## src/rtl/gb_host_arb_if.sv

```systemverilog
// Requester A/B handshakes plus the ghostbus side of the host arbiter.
// slave = arbiter view, master = requesters and ghostbus target view.
interface gb_host_arb_if #(
  parameter int AW = 24,
  parameter int DW = 32
);
  logic          a_req;
  logic          a_we;
  logic [AW-1:0] a_addr;
  logic [DW-1:0] a_wdata;
  logic          a_ack;
  logic [DW-1:0] a_rdata;

  logic          b_req;
  logic          b_we;
  logic [AW-1:0] b_addr;
  logic [DW-1:0] b_wdata;
  logic          b_ack;
  logic [DW-1:0] b_rdata;

  logic [AW-1:0] gb_addr;
  logic [DW-1:0] gb_wdata;
  logic          gb_we;
  logic          gb_re;
  logic [DW-1:0] gb_rdata;

  modport slave (
    input  a_req, a_we, a_addr, a_wdata,
    input  b_req, b_we, b_addr, b_wdata,
    input  gb_rdata,
    output a_ack, a_rdata, b_ack, b_rdata,
    output gb_addr, gb_wdata, gb_we, gb_re
  );

  modport master (
    output a_req, a_we, a_addr, a_wdata,
    output b_req, b_we, b_addr, b_wdata,
    output gb_rdata,
    input  a_ack, a_rdata, b_ack, b_rdata,
    input  gb_addr, gb_wdata, gb_we, gb_re
  );
endinterface

```

## src/rtl/gb_host_arb.sv

```systemverilog
// Two-requester round-robin arbiter onto a single-outstanding ghostbus.
// One transaction at a time: IDLE grant -> ISSUE strobe -> (WAIT read latency) -> ACK.
module gb_host_arb #(
  parameter int AW     = 24,
  parameter int DW     = 32,
  parameter int RD_LAT = 1
) (
  input  logic          clk,
  input  logic          rst_n,
  gb_host_arb_if.slave  bus
);

  typedef enum logic [1:0] {
    IDLE  = 2'd0,
    ISSUE = 2'd1,
    WAIT  = 2'd2,
    ACK   = 2'd3
  } state_t;

  state_t        r_state;
  state_t        w_nxt;
  logic [3:0]    r_cnt;
  logic          r_win_b;
  logic          r_last_b;
  logic          r_we;
  logic [AW-1:0] r_addr;
  logic [DW-1:0] r_wdata;
  logic [DW-1:0] r_a_rdata;
  logic [DW-1:0] r_b_rdata;

  logic          w_win_b;
  logic          w_grant;
  logic          w_load;
  logic          w_dec;
  logic          w_cap;
  logic          w_done;

  // Tie goes to whoever was not served last; r_last_b resets to B so A wins first.
  assign w_win_b = bus.b_req & (~bus.a_req | ~r_last_b);

  always_ff @(posedge clk) begin
    if (!rst_n) r_state <= IDLE;
    else        r_state <= w_nxt;
  end

  always_comb begin
    w_nxt   = r_state;
    w_grant = 1'b0;
    w_load  = 1'b0;
    w_dec   = 1'b0;
    w_cap   = 1'b0;
    w_done  = 1'b0;
    case (r_state)
      IDLE: begin
        if (bus.a_req | bus.b_req) begin
          w_grant = 1'b1;
          w_nxt   = ISSUE;
        end
      end
      ISSUE: begin
        if (r_we) begin
          w_nxt = ACK;
        end else begin
          w_load = 1'b1;
          w_nxt  = WAIT;
        end
      end
      WAIT: begin
        w_dec = 1'b1;
        // Counter holds 1 in cycle T+RD_LAT, the cycle gb_rdata is valid.
        if (r_cnt == 4'd1) begin
          w_cap = 1'b1;
          w_nxt = ACK;
        end
      end
      ACK: begin
        w_done = 1'b1;
        w_nxt  = IDLE;
      end
      default: w_nxt = IDLE;
    endcase
  end

  always_ff @(posedge clk) begin
    if (!rst_n) begin
      r_cnt     <= 4'd0;
      r_win_b   <= 1'b0;
      r_last_b  <= 1'b1;
      r_we      <= 1'b0;
      r_addr    <= '0;
      r_wdata   <= '0;
      r_a_rdata <= '0;
      r_b_rdata <= '0;
    end else begin
      if (w_grant) begin
        r_win_b <= w_win_b;
        r_we    <= w_win_b ? bus.b_we    : bus.a_we;
        r_addr  <= w_win_b ? bus.b_addr  : bus.a_addr;
        r_wdata <= w_win_b ? bus.b_wdata : bus.a_wdata;
      end
      if (w_load)
        r_cnt <= 4'(RD_LAT);
      else if (w_dec)
        r_cnt <= r_cnt - 4'd1;
      if (w_cap) begin
        if (r_win_b) r_b_rdata <= bus.gb_rdata;
        else         r_a_rdata <= bus.gb_rdata;
      end
      if (w_done)
        r_last_b <= r_win_b;
    end
  end

  assign bus.gb_addr  = r_addr;
  assign bus.gb_wdata = r_wdata;
  assign bus.gb_we    = (r_state == ISSUE) &  r_we;
  assign bus.gb_re    = (r_state == ISSUE) & ~r_we;
  assign bus.a_ack    = (r_state == ACK) & ~r_win_b;
  assign bus.b_ack    = (r_state == ACK) &  r_win_b;
  assign bus.a_rdata  = r_a_rdata;
  assign bus.b_rdata  = r_b_rdata;

endmodule

```

## src/flat_wrapper.sv

```systemverilog
// flat-port wrapper written by rule: the top's interface ports become plain ports
module gb_host_arb_flat 
#(
  parameter int AW     = 24,
  parameter int DW     = 32,
  parameter int RD_LAT = 1
)
  (clk, rst_n, bus_a_req, bus_a_we, bus_a_addr, bus_a_wdata, bus_b_req, bus_b_we, bus_b_addr, bus_b_wdata, bus_gb_rdata, bus_a_ack, bus_a_rdata, bus_b_ack, bus_b_rdata, bus_gb_addr, bus_gb_wdata, bus_gb_we, bus_gb_re);
  gb_host_arb_if #(.AW(AW), .DW(DW)) bus_i ();
  input  logic clk;
  input  logic rst_n;
  input wire logic [$bits(bus_i.a_req)-1:0] bus_a_req;
  input wire logic [$bits(bus_i.a_we)-1:0] bus_a_we;
  input wire logic [$bits(bus_i.a_addr)-1:0] bus_a_addr;
  input wire logic [$bits(bus_i.a_wdata)-1:0] bus_a_wdata;
  input wire logic [$bits(bus_i.b_req)-1:0] bus_b_req;
  input wire logic [$bits(bus_i.b_we)-1:0] bus_b_we;
  input wire logic [$bits(bus_i.b_addr)-1:0] bus_b_addr;
  input wire logic [$bits(bus_i.b_wdata)-1:0] bus_b_wdata;
  input wire logic [$bits(bus_i.gb_rdata)-1:0] bus_gb_rdata;
  output wire logic [$bits(bus_i.a_ack)-1:0] bus_a_ack;
  output wire logic [$bits(bus_i.a_rdata)-1:0] bus_a_rdata;
  output wire logic [$bits(bus_i.b_ack)-1:0] bus_b_ack;
  output wire logic [$bits(bus_i.b_rdata)-1:0] bus_b_rdata;
  output wire logic [$bits(bus_i.gb_addr)-1:0] bus_gb_addr;
  output wire logic [$bits(bus_i.gb_wdata)-1:0] bus_gb_wdata;
  output wire logic [$bits(bus_i.gb_we)-1:0] bus_gb_we;
  output wire logic [$bits(bus_i.gb_re)-1:0] bus_gb_re;
  assign bus_i.a_req = bus_a_req;
  assign bus_i.a_we = bus_a_we;
  assign bus_i.a_addr = bus_a_addr;
  assign bus_i.a_wdata = bus_a_wdata;
  assign bus_i.b_req = bus_b_req;
  assign bus_i.b_we = bus_b_we;
  assign bus_i.b_addr = bus_b_addr;
  assign bus_i.b_wdata = bus_b_wdata;
  assign bus_i.gb_rdata = bus_gb_rdata;
  assign bus_a_ack = bus_i.a_ack;
  assign bus_a_rdata = bus_i.a_rdata;
  assign bus_b_ack = bus_i.b_ack;
  assign bus_b_rdata = bus_i.b_rdata;
  assign bus_gb_addr = bus_i.gb_addr;
  assign bus_gb_wdata = bus_i.gb_wdata;
  assign bus_gb_we = bus_i.gb_we;
  assign bus_gb_re = bus_i.gb_re;
  gb_host_arb #(.AW(AW), .DW(DW), .RD_LAT(RD_LAT)) u_core (.clk(clk), .rst_n(rst_n), .bus(bus_i));
endmodule
```

## config.mk

```make
export PLATFORM = sky130hd
export DESIGN_NAME = gb_host_arb_flat
export DESIGN_NICKNAME = d
export VERILOG_FILES = /design/src/rtl/gb_host_arb_if.sv /design/src/rtl/gb_host_arb.sv /design/src/flat_wrapper.sv
export SDC_FILE = /design/constraint.sdc
export NUM_CORES = 1
export LEC_CHECK = 0
export BUFFER_PORTS_ARGS = -buffer_cell sky130_fd_sc_hd__buf_2
export CAP_MARGIN = 20
export CELL_PAD_IN_SITES_DETAIL_PLACEMENT = 1
export CELL_PAD_IN_SITES_GLOBAL_PLACEMENT = 1
export CORE_UTILIZATION = 32
export DETAILED_ROUTE_END_ITERATION = 6
export PLACE_DENSITY_LB_ADDON = 0.08
export SKIP_LAST_GASP = 1
export SLEW_MARGIN = 20
export SYNTH_ARGS = -nofsm -noshare
export SYNTH_HDL_FRONTEND = slang
export SYNTH_SLANG_ARGS = --single-unit
```

## constraint.sdc

```tcl
create_clock -name clk -period 2.1 [get_ports clk]
set_input_delay 0.105 -clock clk [delete_from_list [all_inputs] [get_ports clk]]
set_output_delay 0.105 -clock clk [all_outputs]
set_load 0.005 [all_outputs]
```

* Word-level counts from Yosys, hierarchy flattened
Cells that the tools add are included.
** Storage, ports and cells
- Register bits after elaboration :: 129
- Input bits :: 150
- Output and inout bits :: 124
- Logic and storage cells :: 52
** Operators by class
- $add $sub $neg :: 1
- Equality and inequality tests :: 6
- Mux-type cells :: 17
- Bitwise operators :: 12
- Reduce and logical (&&, ||, !) cells :: 6
** Operators by type and width (count)
- two-way mux 32 bit :: 1
- two-way mux 24 bit :: 1
- two-way mux 1 bit :: 12
- case mux 2 bit (4 select lines) :: 1
- AND reduction 2 bit :: 3
- AND 1 bit :: 5
- NOT 1 bit :: 5
- equality test 2 bit (second input constant) :: 2
- equality test 4 x 1 -> 1 bit (second input constant) :: 1
- two-way mux 2 bit :: 2
- != test 2 x 1 -> 1 bit (second input constant) :: 2
- subtractor 4 x 1 -> 4 bit (second input constant) :: 1
- equality test 2 x 1 -> 1 bit (second input constant) :: 1
- logical NOT 2 bit :: 1
- bitwise OR 1 bit :: 2
- nonzero test 2 bit :: 1
- OR reduction 2 bit :: 1

* Depth between registers and ports, before layout
Gate-level depths: netlist (run 1).
- Word-level depth :: 4
- Gate-level depth with buffers :: 8

* Worst setup path before layout (run 1)
OpenSTA, ideal clock, no wires.
- Path type :: register -> register
- Start :: register u_core.r_state[0]
- End :: register u_core.r_b_rdata[27] (netlist: u_core.bus.b_rdata[27])
- Data arrival time :: 1.428 ns
- Required time :: 1.968 ns
- Path slack :: 0.540 ns
- Stages on the path, launching flop included :: 9
- Buffers on the path :: 3
- Path through :: dfxtp_1 inv_1 ha_1 buf_2 and4bb_2 buf_4 buf_4 nand3_1 a21oi_1
** On the way
- Cells in the longest elaborated chain, start to end :: 3
** RTL lines
- from (decl) :: RTL line gb_host_arb.sv:20 : state_t r_state;
- from (signal assigned) :: RTL line gb_host_arb.sv:43 : else r_state <= w_nxt;
- equality test 2 bit :: RTL line gb_host_arb.sv:53 : case (r_state)
- two-way mux 1 bit :: RTL line gb_host_arb.sv:53
- AND reduction 2 bit (no line)
- to (signal assigned) :: RTL line gb_host_arb.sv:106 : if (r_win_b) r_b_rdata <= bus.gb_rdata;
- to (decl) :: RTL line gb_host_arb.sv:29 : logic [DW-1:0] r_b_rdata;
Every way passes these cells.
A chain may end at the register's enable or synchronous reset.

* Worst setup path after layout (run 1)
- Start :: register u_core.r_last_b
- End :: register u_core.r_addr[2] (netlist: u_core.bus.gb_addr[2])
** On the way
- Cells in the longest elaborated chain, start to end :: 4
** RTL lines
- from (decl) :: RTL line gb_host_arb.sv:24 : logic r_last_b;
- from (signal assigned) :: RTL line gb_host_arb.sv:110 : r_last_b <= r_win_b;
- NOT 1 bit :: RTL line gb_host_arb.sv:39 : assign w_win_b = bus.b_req & (~bus.a_req | ~r_last_b);
- bitwise OR 1 bit :: RTL line gb_host_arb.sv:39
- AND 1 bit :: RTL line gb_host_arb.sv:39
- two-way mux 24 bit :: RTL line gb_host_arb.sv:98 : r_addr <= w_win_b ? bus.b_addr : bus.a_addr;
- to (signal assigned) :: RTL line gb_host_arb.sv:98
- to (decl) :: RTL line gb_host_arb.sv:26 : logic [AW-1:0] r_addr;
Every way passes these cells.

==> results of run 1 <==
-- state kept, by name, indices dropped and copies added (netlist names) --
name	flops
u_core.bus.gb_addr	24
u_core.r_state	2
u_core.r_win_b	1
u_core.bus.gb_wdata	32
u_core.r_cnt	4
u_core.r_last_b	1
u_core.r_we	1
u_core.bus.a_rdata	32
u_core.bus.b_rdata	32
-- stage by stage --
step / utilization [%] / setup slack [ns]
finish: 53.5 / 0.115
detailed placement: 42.6 / 0.218
CTS: 53.5 / 0.197
floorplan: - / 0.540
global route: 53.5 / 0.0140
global placement: 42.6 / 0.378
-- per-layer routing --
layer	vias up	GRT usage [%]	part of all wire, %
li1	2855	-	-
met1	2776	25.0	39
met2	217	42.9	51
met3	48	6.68	6.5
met4	0	11.9	3.3
met5	-	0	0
-- synthesized netlist by cell type (2+ instances only) --
cell / number
nand2_1: 4
dfxtp_1: 129
mux2i_1: 58
buf_4: 10
xnor2_1: 2
o21ai_0: 121
clkbuf_1: 37
buf_2: 9
a21oi_1: 122
inv_1: 8
nand3_1: 64
ha_1: 6
buf_6: 3
nor2_1: 7
-- power groups by stage --
stage / Clock [mW] / Sequential (mW) / Combinational (mW)
2_1_floorplan: 0 / 3.24 / 1.35
3_3_place_gp: 0 / 3.19 / 2.34
3_5_place_dp: 0 / 3.22 / 2.43
4_1_cts: 3.20 / 3.19 / 2.64
5_1_grt: 3.32 / 3.26 / 2.94
6_report: 3.14 / 3.19 / 2.67
-- worst max path at each step --
stage	from	endpoint
after global placement	u_core.r_state[0]	u_core.bus.b_rdata[2]
after CTS	u_core.r_last_b	u_core.bus.gb_addr[6]
final	u_core.r_last_b	u_core.bus.gb_addr[2]
after global routing	u_core.r_last_b	u_core.bus.gb_addr[2]
after detailed placement	u_core.r_state[0]	u_core.bus.b_rdata[0]
after floorplan	u_core.r_state[0]	u_core.bus.b_rdata[27]
-- cells by family after synthesis --
kind of cell | after synthesis | synth area share (%)
buf+inv | 68 | 6.16
compound gates | 251 | 24.3
flops | 129 | 48.7
simple gates | 82 | 7.95
fa+ha+maj | 6 | 1.42
mux | 58 | 11.0
xor+xnor | 3 | 0.496
-- worst max-delay path, delay by kind of cell (launching register included) --
kind,cells,cell delay [ns]
flops,1,0.33
mux,1,0.29
compound gates,2,0.24
buf+inv,2,0.93
-- what timing repair did --
item	4_1_cts	5_1_grt
buffers inserted	0	0
hold endpoints to repair	105	0
hold buffers	112	0
-- layout make-up --
class / instances / share of cell area, %
Clock inverter: 12 / 2.13
Multi-Input combinational cell: 400 / 28.1
Sequential cell: 129 / 30.2
Inverter: 8 / 0.351
Tap cell: 216 / 3.15
Timing Repair Buffer: 398 / 30.9
Clock buffer: 20 / 5.21
==> summary.txt, run 1 <==
Run status
  • Status: finished clean

Power
  • PD cells: 1050 nW/um^2
  • P_sw: between 2 and 3 mW
  • Cell-internal power: 6.11 mW
  • Switching part of the total: 32.2%
  • Flop pwr share: 35.5%
  • Clk pwr share: 34.9%
  • Maximum vdd drop: 0.598 mV
  • Total power: 9.00 mW
  • Logic gate share of total power: roughly 30%
  • Pleak: 3.79 nW

Die
  • Die outline area: 17100 um^2
  • Die W: 131 um
  • Die height: 131 um
  • Rows: 46
  • Ports: 274
  • Area of the core: 16000 um^2
  • Starting Density: about 33%

Setup path
  • CP Cell Sequence: a21boi_4 > buf_12 > mux2i_1 > dlygate4sd3_1 > a21oi_1
  • Critical Path Source Type: flip-flop
  • Critical path class: reg -> reg
  • Reg2Reg Depth: 5
  • Worst R2R Setup Slack: 0.11 ns
  • Slowest cell on crit path: dlygate4sd3_1
  • Worst endpoint required time: 2.39 ns
  • Worst path arrival time: 2.28 ns
  • CP peak stage delay: around 0.60 ns
  • Reg2reg end: u_core.bus.gb_addr[2]
  • Reg2reg start: u_core.r_last_b
  • CP Capture Type: flip-flop
  • Worst-path maximum fanout: 57

Worst hold path
  • HP Start: bus_a_addr[16]
  • Hold Path Class: in -> reg
  • Hold path endpoint: u_core.bus.gb_addr[16]
  • Hold path depth: 3

CTS
  • CTS Sinks: 129
  • CTS clk-pin slew, worst paths: 0.06 ns
  • Clock Root Buffer: clkbuf_16
  • Clock Tree Buf Depth: 2
  • # H-tree levels: 4
  • Clk_lat worst skew: roughly 0.4 ns
  • Post_cts resized: 0
  • CTS buffer count: 17
  • TritonCTS clock tree: done

Global routing
  • Global-route wire length before repair: 30900 um
  • Initial antenna violation count: 0
  • GRT overflow: 0
  • Vias in the first global route: 6204
  • Largest net degree at the start of global routing: about 80
  • Gr usage total: 23.7%

Flow run
  • Max-cap violations: 0

Drt
  • Drt via density: 4.98
  • Drt pass-1 iters: 4
  • Initial detailed-routing violation count: between 200 and 250
  • ANT nets after route: 0
  • Vias: 5896
  • Wirelength, routed: 20200 um
  • Per-cell routed wire length: ~17 um
  • DRC: 0

Finish
  • # nets final: between 1k and 1.5k
  • Area Growth Syn to Fin: 61.6%
  • Non-filler instance count after layout: 1183
  • N_diodes: 0
  • FILL cells: 1902
  • Area occupied by registers: 2580 um^2
  • Layout cells sized above 1: 33.4%
  • Area of the multi-input gates: 2410 um^2
  • Commonest non-fill, non-tap cell in the layout: buf_2
  • Most frequent cells in the layout: 273 x buf_2, 128 x dfxtp_1, 122 x a21oi_1
  • Design Area, Final: 8570 um^2

STA
  • Slew Limit Fails: 0
  • Time the worst path needs with I/O delays and setup: about 2.0 ns
  • Relative slew slack: 58.3%
  • Least-Margin Pin Slew: 0.626 ns
  • WHS: around 0.016 ns
  • Fin. Hold Viols: 0
  • Fmax: approximately 0.50 GHz
  • Crit share post-route: 94.5%
  • Setup TNS: 0 ns
  • RSZ-0062 raised after global routing: no
  • Finish-stage setup viols: 0
  • Setup skew after layout: between 0.005 and 0.006 ns

Yosys
  • Post-synth EDFFs: 0
  • Yosys cell types: 31
  • Synth top area share: just under 50%
  • Cell taking the most area after synthesis: dfxtp_1
  • Gate Count Post-Synth: 597
  • Post-Syn Area: ~5300 um^2
  • Register area share after synthesis: between 40% and 50%
  • Primary FF master, synth: dfxtp_1
  • Yosys warning total: 0
  • Synthesis-stage register bit count: 129
  • Async set-or-reset flop fraction in the synthesized netlist: 0%
  • Syn_area_per_cell: 8.88 um^2
  • Synthesized Nets: between 700 and 800
  • Area contributors post-synth: dfxtp_1 49%, a21oi_1 12%, o21ai_0 11%

Placed design
  • Placed insts: slightly above 1k
  • Placer congestion estimate: 0.771
  • Detail Placement HPWL: 12700 um
  • Port Buffers: 273
  • Placed inst area: 6820 um^2
No activity file was read; power rests on OpenSTA's default activity.
==> run 2, diff against run 1 <==
--- a/config.mk
+++ b/config.mk
@@ -12,6 +12,7 @@
 export CORE_UTILIZATION = 32
 export DETAILED_ROUTE_END_ITERATION = 6
 export PLACE_DENSITY_LB_ADDON = 0.08
+export REMOVE_ABC_BUFFERS = 1
 export SKIP_LAST_GASP = 1
 export SLEW_MARGIN = 20
 export SYNTH_ARGS = -nofsm -noshare
==> run 2 against run 1 <==
  * Clock-buffer cell count down 3
  * First-iteration DRC count down 16%
  * Combinational power about the same
  * Design area down 1.9%
  * Worst setup slack better by 0.16 ns
  * Worst hold slack worse by 0.0045 ns
  * Non-clock buffer count down 10
  * Power down 1.5%
  * Highest routed layer unchanged
==> summary.txt, run 2 (synthesis results as in run 1) <==
Drt
  • ANT nets after route: 0
  • Wirelength, routed: 20300 um
  • Drt via density: between 5 and 6
  • Drt pass-1 iters: 4
  • Vias: 5874
  • DRC: 0
  • Per-cell routed wire length: ~17 um
  • Initial detailed-routing violation count: 182

Setup path
  • Worst path arrival time: 2.14 ns
  • Critical path launch point: u_core.r_last_b
  • Worst endpoint required time: 2.41 ns
  • Reg2reg end: u_core.bus.gb_wdata[23]
  • End point of the critical path: u_core.bus.gb_wdata[23]
  • Worst-path maximum fanout: 14
  • Reg2Reg Depth: 6
  • Reg2reg start: u_core.r_last_b
  • Worst R2R Setup Slack: 0.27 ns
  • Critical path class: reg -> reg
  • Critical Path Source Type: flip-flop
  • CP Capture Type: flip-flop

STA
  • Fin. Hold Viols: 0
  • Fmax: 0.546 GHz
  • Relative slew slack: 69.3%
  • Time the worst path needs with I/O delays and setup: 1.83 ns
  • Crit share post-route: between 80% and 90%
  • Finish-stage setup viols: 0
  • Setup skew after layout: 0.00796 ns
  • Least-Margin Pin Slew: 0.460 ns
  • RSZ-0062 raised after global routing: no
  • Slew Limit Fails: 0

Die
  • Starting Density: 33.1%
  • Die W: 131 um
  • Ports: 274
  • Die outline area: between 15000 and 20000 um^2
  • Rows: 46
  • Die height: 131 um
  • Area of the core: 16000 um^2

Finish
  • FILL cells: about 1.9k
  • Design Area, Final: 8410 um^2
  • Layout cells sized above 1: a little over a third
  • Commonest non-fill, non-tap cell in the layout: buf_2
  • Final core utilization: ~53%
  • Most frequent cells in the layout: 273 x buf_2, 128 x dfxtp_1, 122 x a21oi_1
  • # nets final: 1100
  • Area Growth Syn to Fin: 58.6%
  • Non-filler instance count after layout: approximately 1.2k
  • Area of the multi-input gates: 2410 um^2
  • Area occupied by registers: around 2600 um^2

Placed design
  • Placed insts: 1052
  • Placed inst area: roughly 6900 um^2
  • Placer congestion estimate: around 0.75
  • Detail Placement HPWL: 13600 um
  • Port Buffers: 273

Flow run
  • Max-cap violations: 0

Global routing
  • Largest net degree at the start of global routing: 65
  • Gr usage total: 23.5%
  • GRT overflow: 0
  • Global-route wire length before repair: ~31000 um
  • Vias in the first global route: 6152
  • Initial antenna violation count: 0

Power
  • Clk pwr share: 33.7%
  • P_sw: 2.92 mW
  • PD cells: about 1100 nW/um^2
  • Switching part of the total: around a third
  • Maximum vdd drop: 0.602 mV
  • Logic gate share of total power: 30.3%
  • Pleak: 3.76 nW
  • Flop pwr share: 36.0%
  • Cell-internal power: between 5 and 6 mW
  • Total power: 8.87 mW

CTS
  • Clock Tree Buf Depth: 2
  • CTS buffer count: 17
  • CTS Sinks: 129
  • TritonCTS clock tree: done
  • CTS clk-pin slew, worst paths: around 0.060 ns
  • Post_cts resized: 0
  • # H-tree levels: 4
  • Clock Root Buffer: clkbuf_16
  • Clk_lat worst skew: approximately 0.42 ns

Run status
  • Status: finished clean

Worst hold path
  • Hold Path Class: in -> reg
## run 2: cell count changes in the layout (fill, tap and decap cells not counted), moves of 2 or more
cell	change
clkinv_2	+3
buf_4	+16
clkbuf_1	-2
dlygate4sd3_1	-27
## run 2: area by class of cell
class / count / area share (%)
timing repair buffer: 388 / 29.9
sequential: 129 / 30.7
clock buffer: 17 / 5.06
clock inverter: 14 / 1.98
tap: 216 / 3.21
inverter: 8 / 0.357
antenna: 1 / 0.0298
multi-input combinational: 400 / 28.7
## run 2: how the worst min path moves through the flow
stage	depth (start not counted)	slack [ns]	to	from
after global placement	3	0.37	u_core.bus.a_rdata[27]	bus_gb_rdata[27]
after global routing	3	0.02	u_core.bus.gb_wdata[5]	bus_a_wdata[5]
final	3	0.01	u_core.bus.gb_addr[18]	bus_b_addr[18]
after CTS	3	0.0008	u_core.bus.gb_wdata[7]	bus_a_wdata[7]
after floorplan	2	0.24	u_core.bus.gb_addr[0]	rst_n
after detailed placement	3	0.38	u_core.bus.b_rdata[27]	bus_gb_rdata[27]
## run 2: timing repair
action | 4_1_cts | 5_1_grt
setup buffers | 0 | 4
setup endpoints to repair | 0 | 20
endpoints found under the hold margin | 93 | 0
hold buffers | 85 | 0
## run 2: power by group through the flow
stage                     Combinational [mW]  Clock, mW  Sequential (mW)
after floorplan                         1.15          0             3.27
after global placement                  2.40          0             3.20
after detailed placement                2.51          0             3.22
after CTS                               2.67       3.05             3.19
after global routing                    2.96       3.17             3.25
final                                   2.69       2.99             3.19
## run 2: critical path: stages (launching register included)
cell and delay [ns]:
dfxtp_1 0.34, a21boi_4 0.19, buf_4 0.17, buf_12 0.16, mux2i_1 0.21, dlygate4sd3_1 0.58, a21oi_1 0.07
## run 2: metrics by stage
step | setup TNS (ns) | worst slack [ns] | hold slack, ns
after floorplan | -102.06 | -1.15 | 0.243
after global placement | 0 | 0.371 | 0.370
after CTS | 0 | 0.0477 | 0.000838
after detailed placement | 0 | 0.259 | 0.385
after global routing | 0 | 0.112 | 0.0178
final | 0 | 0.270 | 0.0111
## run 2: metal layers
metal / up-vias / global-route usage, % / routed length, um
met5: - / 0 / 0
met4: 0 / 11.8 / 559
met3: 40 / 6.11 / 1220
met2: 207 / 41.2 / 10300
met1: 2793 / 26.3 / 8230
li1: 2834 / - / -
==> run 3, diff against run 2 <==
--- a/config.mk
+++ b/config.mk
@@ -10,7 +10,10 @@
 export CELL_PAD_IN_SITES_DETAIL_PLACEMENT = 1
 export CELL_PAD_IN_SITES_GLOBAL_PLACEMENT = 1
 export CORE_UTILIZATION = 32
+export CTS_CLUSTER_DIAMETER = 120
 export DETAILED_ROUTE_END_ITERATION = 6
+export GPL_TIMING_DRIVEN = 0
+export MAX_ROUTING_LAYER = met4
 export PLACE_DENSITY_LB_ADDON = 0.08
 export REMOVE_ABC_BUFFERS = 1
 export SKIP_LAST_GASP = 1
==> run 3 against run 2 <==
  * Cell count fell by 1.0%
  * Clock power rose by 5%
  * Sequential power barely moved
  * Utilization rose by 0.34 points
  * Highest routed layer unchanged
  * Power rose by 1.7%
==> summary.txt, run 3 (synthesis results as in run 1) <==
Power
  • Pleak: 3.75 nW
  • PD cells: 1070 nW/um^2
  • Cell-internal power: about 6 mW
  • Flop pwr share: 35.7%
  • Total power: between 9 and 10 mW
  • P_sw: between 2 and 3 mW
  • Clk pwr share: 34.8%
  • Switching part of the total: 32.1%
  • Maximum vdd drop: 0.631 mV
  • Logic gate share of total power: 29.5%

Drt
  • DRC: 0
  • Drt pass-1 iters: 6
  • Drt via density: 5.04
  • ANT nets after route: 0
  • Vias: just under 6k
  • Initial detailed-routing violation count: 217
  • Wirelength, routed: between 20000 and 25000 um
  • Per-cell routed wire length: 17.4 um

Die
  • Die outline area: 17100 um^2
  • Ports: 274
  • Rows: 46
  • Area of the core: 16000 um^2
  • Die height: 131 um
  • Die W: 131 um
  • Starting Density: 33.1%

CTS
  • Clk_lat worst skew: between 0.4 and 0.5 ns
  • CTS clk-pin slew, worst paths: 0.06 ns
  • TritonCTS clock tree: done
  • # H-tree levels: 4
  • Clock Root Buffer: clkbuf_16
  • Clock Tree Buf Depth: 2
  • CTS Sinks: approximately 130
  • CTS buffer count: 17

STA
  • Relative slew slack: 38.4%
  • Fin. Hold Viols: 0
  • Time the worst path needs with I/O delays and setup: 1.98 ns
  • Crit share post-route: 94.4%
  • Least-Margin Pin Slew: approximately 0.9 ns
  • Slew Limit Fails: 0
  • Worst setup margin: 0.117 ns
  • Finish-stage setup viols: 0
  • RSZ-0062 raised after global routing: yes
  • Setup skew after layout: 0.00958 ns
  • Fmax: a little over 0.5 GHz

Placed design
  • Placed inst area: 6880 um^2
  • Port Buffers: about 270
  • Placer congestion estimate: around 0.74
  • Place WS: -0.0561 ns
  • Detail Placement HPWL: roughly 13000 um

Setup path
  • Critical path class: reg -> reg
  • CP Capture Type: flip-flop
  • Worst path arrival time: 2.27 ns
  • Worst-path maximum fanout: 19
  • Worst endpoint required time: 2.39 ns
  • Critical Path Source Type: flip-flop

Global routing
  • Gr usage total: 24.0%
  • Global-route wire length before repair: 30600 um
  • Initial antenna violation count: 1
  • Largest net degree at the start of global routing: 87
  • GRT overflow: 0
  • Vias in the first global route: ~6k

Flow run
  • Max-cap violations: 0

Finish
  • Layout cells sized above 1: 34.2%
  • Area Growth Syn to Fin: 59.6%
  • Most frequent cells in the layout: 273 x buf_2, 128 x dfxtp_1, 122 x a21oi_1
  • # nets final: roughly 1.1k
  • Design Area, Final: about 8500 um^2
  • Commonest non-fill, non-tap cell in the layout: buf_2

Run status
  • Status: finished clean

Worst hold path
  • Hold Path Class: in -> reg
run 3: timing repair:
item / in CTS / in global routing
gates cloned: 1 / 0
gates resized for setup: 2 / 2
endpoints found under the hold margin: 99 / 0
pin swaps: 1 / 3
setup endpoints to repair: 65 / 33
hold buffers: 90 / 0
buffers inserted: 0 / 3
run 3: final timing paths:
check / from / end / slack, ns / cells after the start
max: u_core.r_last_b / u_core.bus.gb_addr[14] / 0.12 / 6
min: bus_a_wdata[13] / u_core.bus.gb_wdata[13] / 0.004 / 3
max reg2reg: u_core.r_last_b / u_core.bus.gb_addr[14] / 0.12 / 6
min reg2reg: u_core.bus.b_rdata[19] / u_core.bus.b_rdata[19] / 0.47 / 2
run 3: final cells by class:
class | instances | area [um^2]
Antenna cell | 1 | 2.50
Clock buffer | 24 | 512
Clock inverter | 8 | 124
Fill cell | 1926 | 7540
Inverter | 8 | 32.5
Multi-Input combinational cell | 401 | 2440
Sequential cell | 129 | 2590
Tap cell | 216 | 270
Timing Repair Buffer | 374 | 2490
run 3: worst max-delay path, cell delays in order (launching register included):
cell	delay, ns
dfxtp_1	0.34
a21boi_4	0.24
buf_16	0.20
buf_16	0.19
mux2i_1	0.23
dlygate4sd3_1	0.58
a21oi_1	0.07
run 3: per-stage QoR:
stage | util, % | std cells | hold WS [ns] | TNS, ns
6_report | 52.9 | 1161 | 0.00376 | 0
5_1_grt | 52.9 | 1161 | 0.00449 | -0.161
2_1_floorplan | - | 537 | 0.243 | -102.06
4_1_cts | 52.7 | 1157 | 0.000185 | -0.0659
3_3_place_gp | 41.5 | 1026 | 0.368 | -229.89
3_5_place_dp | 43.0 | 1034 | 0.383 | -0.670
run 3: power by group through the flow:
stage                     registers (mW)  logic (mW)  clock network, mW
after detailed placement            3.25        2.46                  0
final                               3.22        2.67               3.14
after floorplan                     3.27        1.15                  0
after CTS                           3.22        2.63               3.21
after global placement              3.21        1.99                  0
after global routing                3.27        2.92               3.32
run 3: layer usage:
metal | wire, um | share of wire, % | global-route usage, % | up-vias
met5 | 0 | 0 | - | -
met3 | 1070 | 5.3 | 5.50 | 33
met2 | 10300 | 51 | 41.0 | 193
li1 | - | - | - | 2825
met4 | 383 | 1.9 | 9.06 | 0
met1 | 8480 | 42 | 27.3 | 2797
